## src/rtl/cpu_pkg.sv

```systemverilog
// Shared CPU-side constants and the readback FSM state encoding.
package cpu_pkg;

    localparam int WIDTH      = 32;
    localparam int ADDR_STEP  = 4;
    localparam int CNT_W      = 8;

    // Read data appears this many cycles after the read strobe. The
    // readback FSM's single WAIT state assumes a value of 1, so the CPU
    // memory must keep this value.
    localparam int MEM_RD_LAT = 1;

    typedef enum logic [2:0] {
        RB_IDLE    = 3'd0,
        RB_ISSUE   = 3'd1,
        RB_WAIT    = 3'd2,
        RB_PRESENT = 3'd3,
        RB_FINISH  = 3'd4
    } rb_state_t;

endpackage

```

## src/rtl/mem_readback_if.sv

```systemverilog
// Control, memory read port and output stream of the readback block.
// master: the readback engine. slave: controller / memory / consumer side.
interface mem_readback_if #(
    parameter int WIDTH = 32,
    parameter int CNT_W = 8
) ();
    import cpu_pkg::*;

    logic             start;
    logic [WIDTH-1:0] base_addr;
    logic [CNT_W-1:0] word_count;

    logic [WIDTH-1:0] mem_addr;
    logic             mem_rd;
    logic [WIDTH-1:0] mem_data;

    logic [WIDTH-1:0] out_data;
    logic [WIDTH-1:0] out_addr;
    logic             out_valid;
    logic             out_ready;

    logic             busy;
    logic             done;

    modport master (
        input  start, base_addr, word_count, mem_data, out_ready,
        output mem_addr, mem_rd, out_data, out_addr, out_valid, busy, done
    );

    modport slave (
        output start, base_addr, word_count, mem_data, out_ready,
        input  mem_addr, mem_rd, out_data, out_addr, out_valid, busy, done
    );

endinterface

```

## src/rtl/mem_readback.sv

```systemverilog
// Sequential memory reader: reads word_count words from base_addr at a
// fixed byte stride and presents each word with its address on a
// valid/ready stream. At most one read is outstanding.
module mem_readback #(
    parameter int WIDTH     = 32,
    parameter int ADDR_STEP = 4,
    parameter int CNT_W     = 8
) (
    input  logic            clk,
    input  logic            reset,
    mem_readback_if.master  bus
);
    import cpu_pkg::*;

    rb_state_t        state_q, state_d;
    logic [WIDTH-1:0] addr_q, addr_d;          // address of the current word
    logic [WIDTH-1:0] mem_addr_q, mem_addr_d;  // held between reads
    logic [CNT_W-1:0] rem_q, rem_d;            // words not yet read
    logic [WIDTH-1:0] out_data_q, out_data_d;
    logic [WIDTH-1:0] out_addr_q, out_addr_d;

    logic [WIDTH-1:0] addr_next;

    // Stride arithmetic wraps modulo 2^WIDTH.
    assign addr_next = addr_q + WIDTH'(ADDR_STEP);

    // Next-state and datapath updates; everything holds by default.
    always_comb begin
        state_d    = state_q;
        addr_d     = addr_q;
        mem_addr_d = mem_addr_q;
        rem_d      = rem_q;
        out_data_d = out_data_q;
        out_addr_d = out_addr_q;

        case (state_q)
            RB_IDLE: begin
                if (bus.start) begin
                    addr_d = bus.base_addr;
                    rem_d  = bus.word_count;
                    if (bus.word_count != '0) begin
                        mem_addr_d = bus.base_addr;
                        state_d    = RB_ISSUE;
                    end else begin
                        state_d    = RB_FINISH;
                    end
                end
            end
            RB_ISSUE: begin
                state_d = RB_WAIT;
            end
            RB_WAIT: begin
                // Memory answers one cycle after the strobe.
                out_data_d = bus.mem_data;
                out_addr_d = addr_q;
                if (rem_q != '0) rem_d = rem_q - CNT_W'(1);
                state_d    = RB_PRESENT;
            end
            RB_PRESENT: begin
                if (bus.out_ready) begin
                    addr_d = addr_next;
                    if (rem_q == '0) begin
                        state_d = RB_FINISH;
                    end else begin
                        // Preload the read address so it is valid during ISSUE.
                        mem_addr_d = addr_next;
                        state_d    = RB_ISSUE;
                    end
                end
            end
            RB_FINISH: begin
                state_d = RB_IDLE;
            end
            default: begin
                state_d = RB_IDLE;
            end
        endcase
    end

    // State and datapath registers; low reset aborts any readback.
    always_ff @(posedge clk) begin
        if (!reset) begin
            state_q    <= RB_IDLE;
            addr_q     <= '0;
            mem_addr_q <= '0;
            rem_q      <= '0;
            out_data_q <= '0;
            out_addr_q <= '0;
        end else begin
            state_q    <= state_d;
            addr_q     <= addr_d;
            mem_addr_q <= mem_addr_d;
            rem_q      <= rem_d;
            out_data_q <= out_data_d;
            out_addr_q <= out_addr_d;
        end
    end

    assign bus.mem_addr  = mem_addr_q;
    assign bus.mem_rd    = (state_q == RB_ISSUE);
    assign bus.out_data  = out_data_q;
    assign bus.out_addr  = out_addr_q;
    assign bus.out_valid = (state_q == RB_PRESENT);
    assign bus.busy      = (state_q != RB_IDLE);
    assign bus.done      = (state_q == RB_FINISH);

endmodule

```

## src/flat_wrapper.sv

```systemverilog
// flat-port wrapper written by rule: the top's interface ports become plain ports
module mem_readback_flat import cpu_pkg::*;
#(
    parameter int WIDTH     = 32,
    parameter int ADDR_STEP = 4,
    parameter int CNT_W     = 8
)
  (clk, reset, bus_start, bus_base_addr, bus_word_count, bus_mem_data, bus_out_ready, bus_mem_addr, bus_mem_rd, bus_out_data, bus_out_addr, bus_out_valid, bus_busy, bus_done);
  mem_readback_if #(.WIDTH(WIDTH), .CNT_W(CNT_W)) bus_i ();
  input  logic clk;
  input  logic reset;
  input wire logic [$bits(bus_i.start)-1:0] bus_start;
  input wire logic [$bits(bus_i.base_addr)-1:0] bus_base_addr;
  input wire logic [$bits(bus_i.word_count)-1:0] bus_word_count;
  input wire logic [$bits(bus_i.mem_data)-1:0] bus_mem_data;
  input wire logic [$bits(bus_i.out_ready)-1:0] bus_out_ready;
  output wire logic [$bits(bus_i.mem_addr)-1:0] bus_mem_addr;
  output wire logic [$bits(bus_i.mem_rd)-1:0] bus_mem_rd;
  output wire logic [$bits(bus_i.out_data)-1:0] bus_out_data;
  output wire logic [$bits(bus_i.out_addr)-1:0] bus_out_addr;
  output wire logic [$bits(bus_i.out_valid)-1:0] bus_out_valid;
  output wire logic [$bits(bus_i.busy)-1:0] bus_busy;
  output wire logic [$bits(bus_i.done)-1:0] bus_done;
  assign bus_i.start = bus_start;
  assign bus_i.base_addr = bus_base_addr;
  assign bus_i.word_count = bus_word_count;
  assign bus_i.mem_data = bus_mem_data;
  assign bus_i.out_ready = bus_out_ready;
  assign bus_mem_addr = bus_i.mem_addr;
  assign bus_mem_rd = bus_i.mem_rd;
  assign bus_out_data = bus_i.out_data;
  assign bus_out_addr = bus_i.out_addr;
  assign bus_out_valid = bus_i.out_valid;
  assign bus_busy = bus_i.busy;
  assign bus_done = bus_i.done;
  mem_readback #(.WIDTH(WIDTH), .ADDR_STEP(ADDR_STEP), .CNT_W(CNT_W)) u_core (.clk(clk), .reset(reset), .bus(bus_i));
endmodule
```

## config.mk

```make
export PLATFORM = sky130hd
export DESIGN_NAME = mem_readback_flat
export DESIGN_NICKNAME = d
export VERILOG_FILES = /design/src/rtl/cpu_pkg.sv /design/src/rtl/mem_readback_if.sv /design/src/rtl/mem_readback.sv /design/src/flat_wrapper.sv
export SDC_FILE = /design/constraint.sdc
export NUM_CORES = 1
export LEC_CHECK = 0
export CAP_MARGIN = 20
export CORE_ASPECT_RATIO = 0.8
export CORE_UTILIZATION = 50
export CTS_BUF_LIST = sky130_fd_sc_hd__clkbuf_8
export CTS_CLUSTER_SIZE = 14
export DETAILED_ROUTE_END_ITERATION = 10
export HOLD_SLACK_MARGIN = 0.1
export PLACE_DENSITY = 0.83
export RECOVER_POWER = 25
export SLEW_MARGIN = 0
export SYNTH_ARGS = -nofsm -noshare
export SYNTH_HDL_FRONTEND = slang
export SYNTH_SLANG_ARGS = --single-unit
```

## constraint.sdc

```tcl
create_clock -name clk -period 3.09 [get_ports clk]
set_clock_uncertainty 0.2 [all_clocks]
set_input_delay 0.309 -clock clk [delete_from_list [all_inputs] [get_ports clk]]
set_output_delay 0.309 -clock clk [all_outputs]
set_load 0.1 [all_outputs]
```

==> results of run 1 <==
power groups by stage:
stage / clock, mW / sequential (mW) / combinational, mW
final: 1.74 / 2.14 / 1.79
after global routing: 1.85 / 2.16 / 1.89
after CTS: 1.76 / 2.14 / 1.84
after detailed placement: 0 / 2.18 / 1.83
after global placement: 0 / 2.17 / 1.81
after floorplan: 0 / 2.87 / 0.667
sequential cells by signal, indices dropped and copies added (netlist names):
name and cells:
u_core.addr_q 32, u_core.bus.mem_addr 32, u_core.bus.out_addr 32, u_core.bus.out_data 32
u_core.rem_q 8, u_core.state_q 3
layer usage:
metal,share of wire [%],vias up,track usage (%)
li1,-,3017,-
met1,47,2807,35.33
met2,45,225,43.30
met3,6.9,22,6.230
met4,1.5,0,9.321
met5,0,-,0
critical path: cells and delay by family, from the launching register on:
kind / cells / cell delay, ps
DFF: 1 / 450
and+or+nand+nor: 4 / 1740
AOI/OAI and AO/OA: 2 / 270
placed cells by master (no fill, tap or decap), types with 2 or more instances in the layout:
cell / n
a211oi_1: 3
a21boi_0: 69
a21boi_2: 7
a21o_1: 2
a21oi_1: 13
a22oi_1: 6
and2_1: 4
and3_1: 6
buf_12: 2
buf_4: 61
bufinv_16: 5
clkbuf_1: 58
clkbuf_8: 19
clkdlybuf4s50_1: 74
clkinv_4: 3
clkinvlp_4: 4
dfxtp_1: 139
ha_1: 2
inv_1: 8
mux2i_1: 6
nand2_1: 198
nand2b_1: 2
nand3_1: 52
nand4_1: 8
nor2_1: 27
nor2b_1: 11
nor3_1: 11
nor3b_1: 2
nor3b_2: 2
nor4_1: 8
o2111ai_1: 2
o211a_1: 7
o211ai_1: 11
o21ai_0: 48
o31ai_1: 22
or3_1: 4
xnor2_1: 20
xor2_1: 4
worst paths after layout:
check / slack (ps) / end / cells after the start
min reg2reg: 260 / u_core.bus.out_data[21]$_SDFFE_PN0P_ / 2
min: 220 / u_core.bus.out_data[8]$_SDFFE_PN0P_ / 3
max: 330 / u_core.bus.mem_addr[22]$_SDFFE_PN0P_ / 6
max reg2reg: 330 / u_core.bus.mem_addr[22]$_SDFFE_PN0P_ / 6
synthesized netlist by cell type, types with 2 or more instances:
cell type  number  share of area (%)
nor2_1         27                1.6
xnor2_1        20                2.8
ha_1            2               0.40
nand2_1       199                 12
a22oi_1         6               0.71
dfxtp_1       139                 44
buf_1           6               0.36
a21o_1          2               0.24
nor4_1          8               0.79
and3_1          6               0.59
a21oi_1        14                1.1
o211ai_1       11                1.3
clkbuf_1       40                2.4
nand2b_1        2               0.20
inv_1           8               0.48
or3_1           4               0.40
o2111ai_1       2               0.28
nand4_1         8               0.79
buf_6           2               0.36
nor3_1         11               0.87
buf_2           8               0.63
mux2i_1         6               0.95
nor3b_1         4               0.48
o211a_1         7                1.1
buf_4           2               0.24
a21boi_2        7                1.2
a21boi_0       69                8.2
o31ai_1        22                2.6
nor2b_1        11                1.1
nand3_1        52                4.1
and2_1          4               0.40
xor2_1          4               0.56
o21ai_0        48                3.8
a211oi_1        3               0.36
metrics by stage:
stage | worst slack [ps] | util [%] | total power [mW] | cell area [um^2]
3_5_place_dp | 369.3 | 64.94 | 4.006 | 7956
6_report | 327.4 | 67.05 | 5.667 | 8215
4_1_cts | 339.1 | 68.83 | 5.735 | 8433
3_3_place_gp | 450.4 | 64.94 | 3.985 | 7956
2_1_floorplan | 22.36 | - | 3.535 | 6315
5_1_grt | 46.55 | 67.05 | 5.906 | 8215
logic make-up after synthesis:
family | share of synthesized area, %
buffers and inverters | 4.680
AOI/OAI and AO/OA | 21.93
DFF | 44.10
xor gates and xnor gates | 3.331
and+or+nand+nor | 24.61
muxes | 0.9519
adders and majority gates | 0.3965
cell type report:
class	instances	area (um^2)	share of cell area (%)
clock buffers	19	261.5	3.183
clock inverters	13	215.2	2.620
inverters	8	30.03	0.3655
multi-input cells	575	3256	39.63
flip-flops and latches	139	2783	33.87
well taps	171	214.0	2.604
repair buffers	195	1456	17.73
==> key figures, run 1 <==
Critical path
  • Worst path slowest cell: nor2_2
  • CP Max Fanout: 19
  • RR Startpoint: u_core.state_q[1]$_SDFFE_PN0P_
  • Crit. End Element: register
  • CP Data Arrival Time: 2920 ps
  • Type of origin of the critical path: register
  • CP required: 3250 ps
  • Cell Chain, Critical Path: or3_1 > nor2_1 > a21oi_4 > nor2_2 > nand2_1 > o21ai_0
  • CP Class: reg2reg
  • Largest stage delay, worst path: 670 ps
  • CP startpoint: u_core.state_q[1]$_SDFFE_PN0P_

STA
  • Setup_tns: 0 ps
  • RSZ-0062 raised after global routing: false
  • Post-route clock period utilization: 89.40%
  • # setup viols final: 0
  • Fin Hold WS: 224.0 ps
  • Max-slew violations: 0
  • Rel. slew slack: 17.97%
  • Fin. Hold Viols: 0
  • Slew @ Worst Pin: 1236 ps
  • Final min period: 2763 ps
  • Fmax: 0.3620 GHz

Detailed routing
  • WL/cell: 15.62 um
  • Via-to-Cell Ratio: 5.421
  • Final wirelength: 17.50 mm
  • DR pass1 iterations: 5
  • Drt drc: 0
  • DRT antenna net count: 0
  • DRT iter0 DRCs: 484
  • Routed vias: 6071

Clocking
  • Clock latency on the worst-skew pair: 440 ps
  • Bufs on Longest Clock Path: 2
  • Reg clk slew, reported paths: 80 ps
  • Root Driver: clkbuf_8
  • CTS tree: built
  • CTS Hold Buffers Added: 0
  • CTS resizes: 0
  • Number of CTS-inserted buffers: 17
  • H-Tree Level Count: 4
  • Post-CTS Setup Inserts: 0
  • CTS sink cnt: 139

Logic synthesis
  • Syn. warnings: 0
  • Post-synth EDFFs: 0
  • Synth async-reset ratio: 0%
  • Sequential cell area fraction in the yosys report: 44.10%
  • Mapped Area: 6310 um^2
  • Yosys cell types: 51
  • Ys flop type: dfxtp_1
  • Synthesized Nets: 859
  • Seq cells post-synth: 139
  • Avg Inst Size Synth: 8.079 um^2
  • Cells after synthesis: 781

Die
  • Row count: 36
  • Ports: 176
  • Die area: 13080 um^2
  • Die extent in x: 127.6 um
  • Die Height: 102.5 um
  • CORE AREA: 12250 um^2
  • Initial Util: 51.50%

Pwr
  • Sequential power share: 37.8%
  • Maximum VDD drop: 445.6 uV
  • Sw frac: 39.55%
  • Internal power: 3.426 mW
  • P_leak: 3.018 nW
  • P_sw: 2.241 mW
  • Clk pwr share: 30.7%
  • Comb pwr share: 31.6%
  • Total power per unit cell area: 689.8 nW/um^2

Placement
  • Hpwl dp: 11.84 mm
  • DP Cell Count: 1088
  • Placer Congestion: 0.8544
  • Input/output buffers: 175

Min path
  • Worst Hold Class: in2reg
  • Hold_sp: bus_mem_data[8]

Cells and area
  • Final #Nets: 1014
  • # fillers: 1099
  • Diodes inserted: 0
  • Share of post-route cells with drive strength above 1: 11.91%
  • Layout Area Growth over Synthesis: 30.20%
  • Final Non-Filler Cells: 1120

Run status
  • Status: finished, final reports clean

Flow run
  • Max-cap viol count: 0

GRT
  • Vias in the first global route: 5402
  • Pin count of the biggest net entering global routing: 88
  • Overall routing resource usage: 26.76%
  • First-pass GRT wire length: 27.43 mm
  • Initial antenna violation count: 0
  • Total grt overflow: 0
Power figures use the tool's default switching activity.
==> run 2, diff against run 1 <==
--- a/config.mk
+++ b/config.mk
@@ -7,12 +7,12 @@
 export LEC_CHECK = 0
 export CAP_MARGIN = 20
 export CORE_ASPECT_RATIO = 0.8
-export CORE_UTILIZATION = 50
-export CTS_BUF_LIST = sky130_fd_sc_hd__clkbuf_8
+export CORE_UTILIZATION = 48
+export CTS_BUF_LIST = sky130_fd_sc_hd__clkbuf_8 sky130_fd_sc_hd__clkbuf_16
 export CTS_CLUSTER_SIZE = 14
 export DETAILED_ROUTE_END_ITERATION = 10
 export HOLD_SLACK_MARGIN = 0.1
-export PLACE_DENSITY = 0.83
+export PLACE_DENSITY = 0.8
 export RECOVER_POWER = 25
 export SLEW_MARGIN = 0
 export SYNTH_ARGS = -nofsm -noshare
==> run 2 against run 1 <==
Global-route usage is 1.1 points lower. Worst hold slack gained 27 ps. Flip-flop and latch count unchanged. Setup slack better by 66 ps. Power grew 4.3%. Non-clock buffer count shrank 1. Sequential share of layout area is 0.45 points lower. Via count fell by 0.58%. Fmax up 2.5%. Clock-buffer cell count is the same. Cell area increased by 1.3%. Highest routed layer unchanged. Critical path depth unchanged.
==> key figures, run 2 (synthesis gave the netlist of run 1 again) <==
Run status
  • Status: finished, final reports clean

Detailed routing
  • Drt drc: 0
  • Routed vias: 6036
  • Final wirelength: 17.33 mm
  • DRT antenna net count: 0
  • Via-to-Cell Ratio: 5.380
  • DR pass1 iterations: 5
  • DRT iter0 DRCs: 461
  • WL/cell: 15.45 um

Clocking
  • CTS resizes: 0
  • Clock latency on the worst-skew pair: 410 ps
  • CTS tree: built
  • Reg clk slew, reported paths: 60 ps
  • Bufs on Longest Clock Path: 2
  • Root Driver: clkbuf_16
  • Number of CTS-inserted buffers: 17
  • Post-CTS Setup Inserts: 0
  • H-Tree Level Count: 4
  • CTS Hold Buffers Added: 0
  • CTS sink cnt: 139

STA
  • Post-route clock period utilization: 87.26%
  • Fin. Hold Viols: 0
  • RSZ-0062 raised after global routing: false
  • # setup viols final: 0
  • Rel. slew slack: 17.91%
  • Final min period: 2696 ps
  • Fmax: 0.3709 GHz
  • Setup_tns: 0 ps
  • Slew @ Worst Pin: 1237 ps
  • Max-slew violations: 0

Die
  • Initial Util: 49.20%
  • Row count: 37
  • Die Height: 104.6 um
  • Ports: 176
  • Die extent in x: 130.2 um
  • Die area: 13610 um^2
  • CORE AREA: 12820 um^2

Min path
  • Worst Hold Class: in2reg
  • Hold_sp: reset
  • Hold path cells: 3
  • Hold EP: u_core.addr_q[2]$_SDFFE_PN0P_

Critical path
  • CP Data Arrival Time: 2830 ps
  • Type of origin of the critical path: register
  • CP required: 3220 ps
  • Flop-to-flop setup slack: 390 ps
  • CP Class: reg2reg
  • Cell depth of the worst flop-to-flop path: 6
  • CP Max Fanout: 19
  • Crit. End Element: register
  • Worst R2R End: u_core.bus.mem_addr[20]$_SDFFE_PN0P_
  • RR Startpoint: u_core.state_q[1]$_SDFFE_PN0P_

Cells and area
  • Diodes inserted: 0
  • Layout Area Growth over Synthesis: 31.95%
  • Final Core Density: 64.92%
  • Final #Nets: 1013
  • Share of post-route cells with drive strength above 1: 11.72%
  • FF+latch area: 2783 um^2
  • Most frequent cells in the layout: nand2_1 (198), dfxtp_1 (139), clkdlybuf4s50_1 (74)
  • Most common cell after layout, fill and taps aside: nand2_1
  • Multi-input logic area: 3256 um^2
  • # fillers: 1191

Placement
  • Placer Congestion: 0.8517
  • Hpwl dp: 11.75 mm
  • Input/output buffers: 175

Pwr
  • P_leak: 3.071 nW
  • Total power per unit cell area: 709.7 nW/um^2
  • Maximum VDD drop: 409.7 uV

GRT
  • Total grt overflow: 0
  • Pin count of the biggest net entering global routing: 75
  • Overall routing resource usage: 25.70%
  • First-pass GRT wire length: 27.34 mm
  • Initial antenna violation count: 0
  • Vias in the first global route: 5426

Flow run
  • Max-cap viol count: 0
[run 2: critical path, stage by stage, from the launching register on]
cell     delay (ps)
dfxtp_1         440
or3_1           430
nor2_1          390
a21oi_4          60
nor2_2          630
nand2_1         250
o21ai_0         220
[run 2: where the power goes]
group,switching (mW),total [mW],leakage (nW),internal [mW]
sequential,0.171,2.14,1.13,1.97
combinational,1.33,1.79,1.66,0.454
clock,0.761,1.98,0.276,1.22
[run 2: metal layers]
metal | vias to the layer above | track usage [%] | wire, um
met5 | - | 0 | 0
met4 | 0 | 8.306 | 214
met3 | 15 | 6.912 | 1355
met2 | 229 | 40.73 | 7974
met1 | 2779 | 33.65 | 7786
li1 | 3013 | - | -
[run 2: worst max-delay path by stage]
stage,startpoint,endpoint,slack (ps),cells after the start
6_report,u_core.state_q[1]$_SDFFE_PN0P_,u_core.bus.mem_addr[20]$_SDFFE_PN0P_,390,6
5_1_grt,u_core.state_q[1]$_SDFFE_PN0P_,u_core.bus.mem_addr[20]$_SDFFE_PN0P_,180,6
3_3_place_gp,u_core.rem_q[0]$_SDFFE_PN0P_,u_core.bus.mem_addr[21]$_SDFFE_PN0P_,470,9
3_5_place_dp,u_core.state_q[1]$_SDFFE_PN0P_,u_core.bus.mem_addr[20]$_SDFFE_PN0P_,410,6
2_1_floorplan,u_core.state_q[1]$_SDFFE_PN0P_,bus_done,20,2
4_1_cts,u_core.rem_q[0]$_SDFFE_PN0P_,u_core.bus.mem_addr[19]$_SDFFE_PN0P_,390,9
[run 2: cell type report]
class	instances	share of cell area, %
inverter	8	0.3607
clock buffer	19	5.440
multi-input combinational	575	39.10
tap	175	2.630
clock inverter	12	1.488
timing repair buffer	194	17.55
sequential	139	33.42
[run 2: through the flow]
step | worst slack (ps) | area, um^2 | cells | power [mW] | hold slack (ps)
after global routing | 182.6 | 8325 | 1122 | 6.144 | 257.3
final | 393.6 | 8325 | 1122 | 5.909 | 250.7
after floorplan | 22.36 | 6315 | 781 | 3.535 | 220.4
after detailed placement | 407.3 | 7966 | 1091 | 4.005 | 257.1
after CTS | 389.6 | 8543 | 1122 | 5.979 | 239.3
after global placement | 472.4 | 7966 | 1091 | 3.989 | 251.1
==> run 3, diff against run 2 <==
--- a/config.mk
+++ b/config.mk
@@ -11,6 +11,7 @@
 export CTS_BUF_LIST = sky130_fd_sc_hd__clkbuf_8 sky130_fd_sc_hd__clkbuf_16
 export CTS_CLUSTER_SIZE = 14
 export DETAILED_ROUTE_END_ITERATION = 10
+export GPL_ROUTABILITY_DRIVEN = 0
 export HOLD_SLACK_MARGIN = 0.1
 export PLACE_DENSITY = 0.8
 export RECOVER_POWER = 25
==> results of run 3 <==
No change in the layout: final DEF, timing and power equal those of run 2.
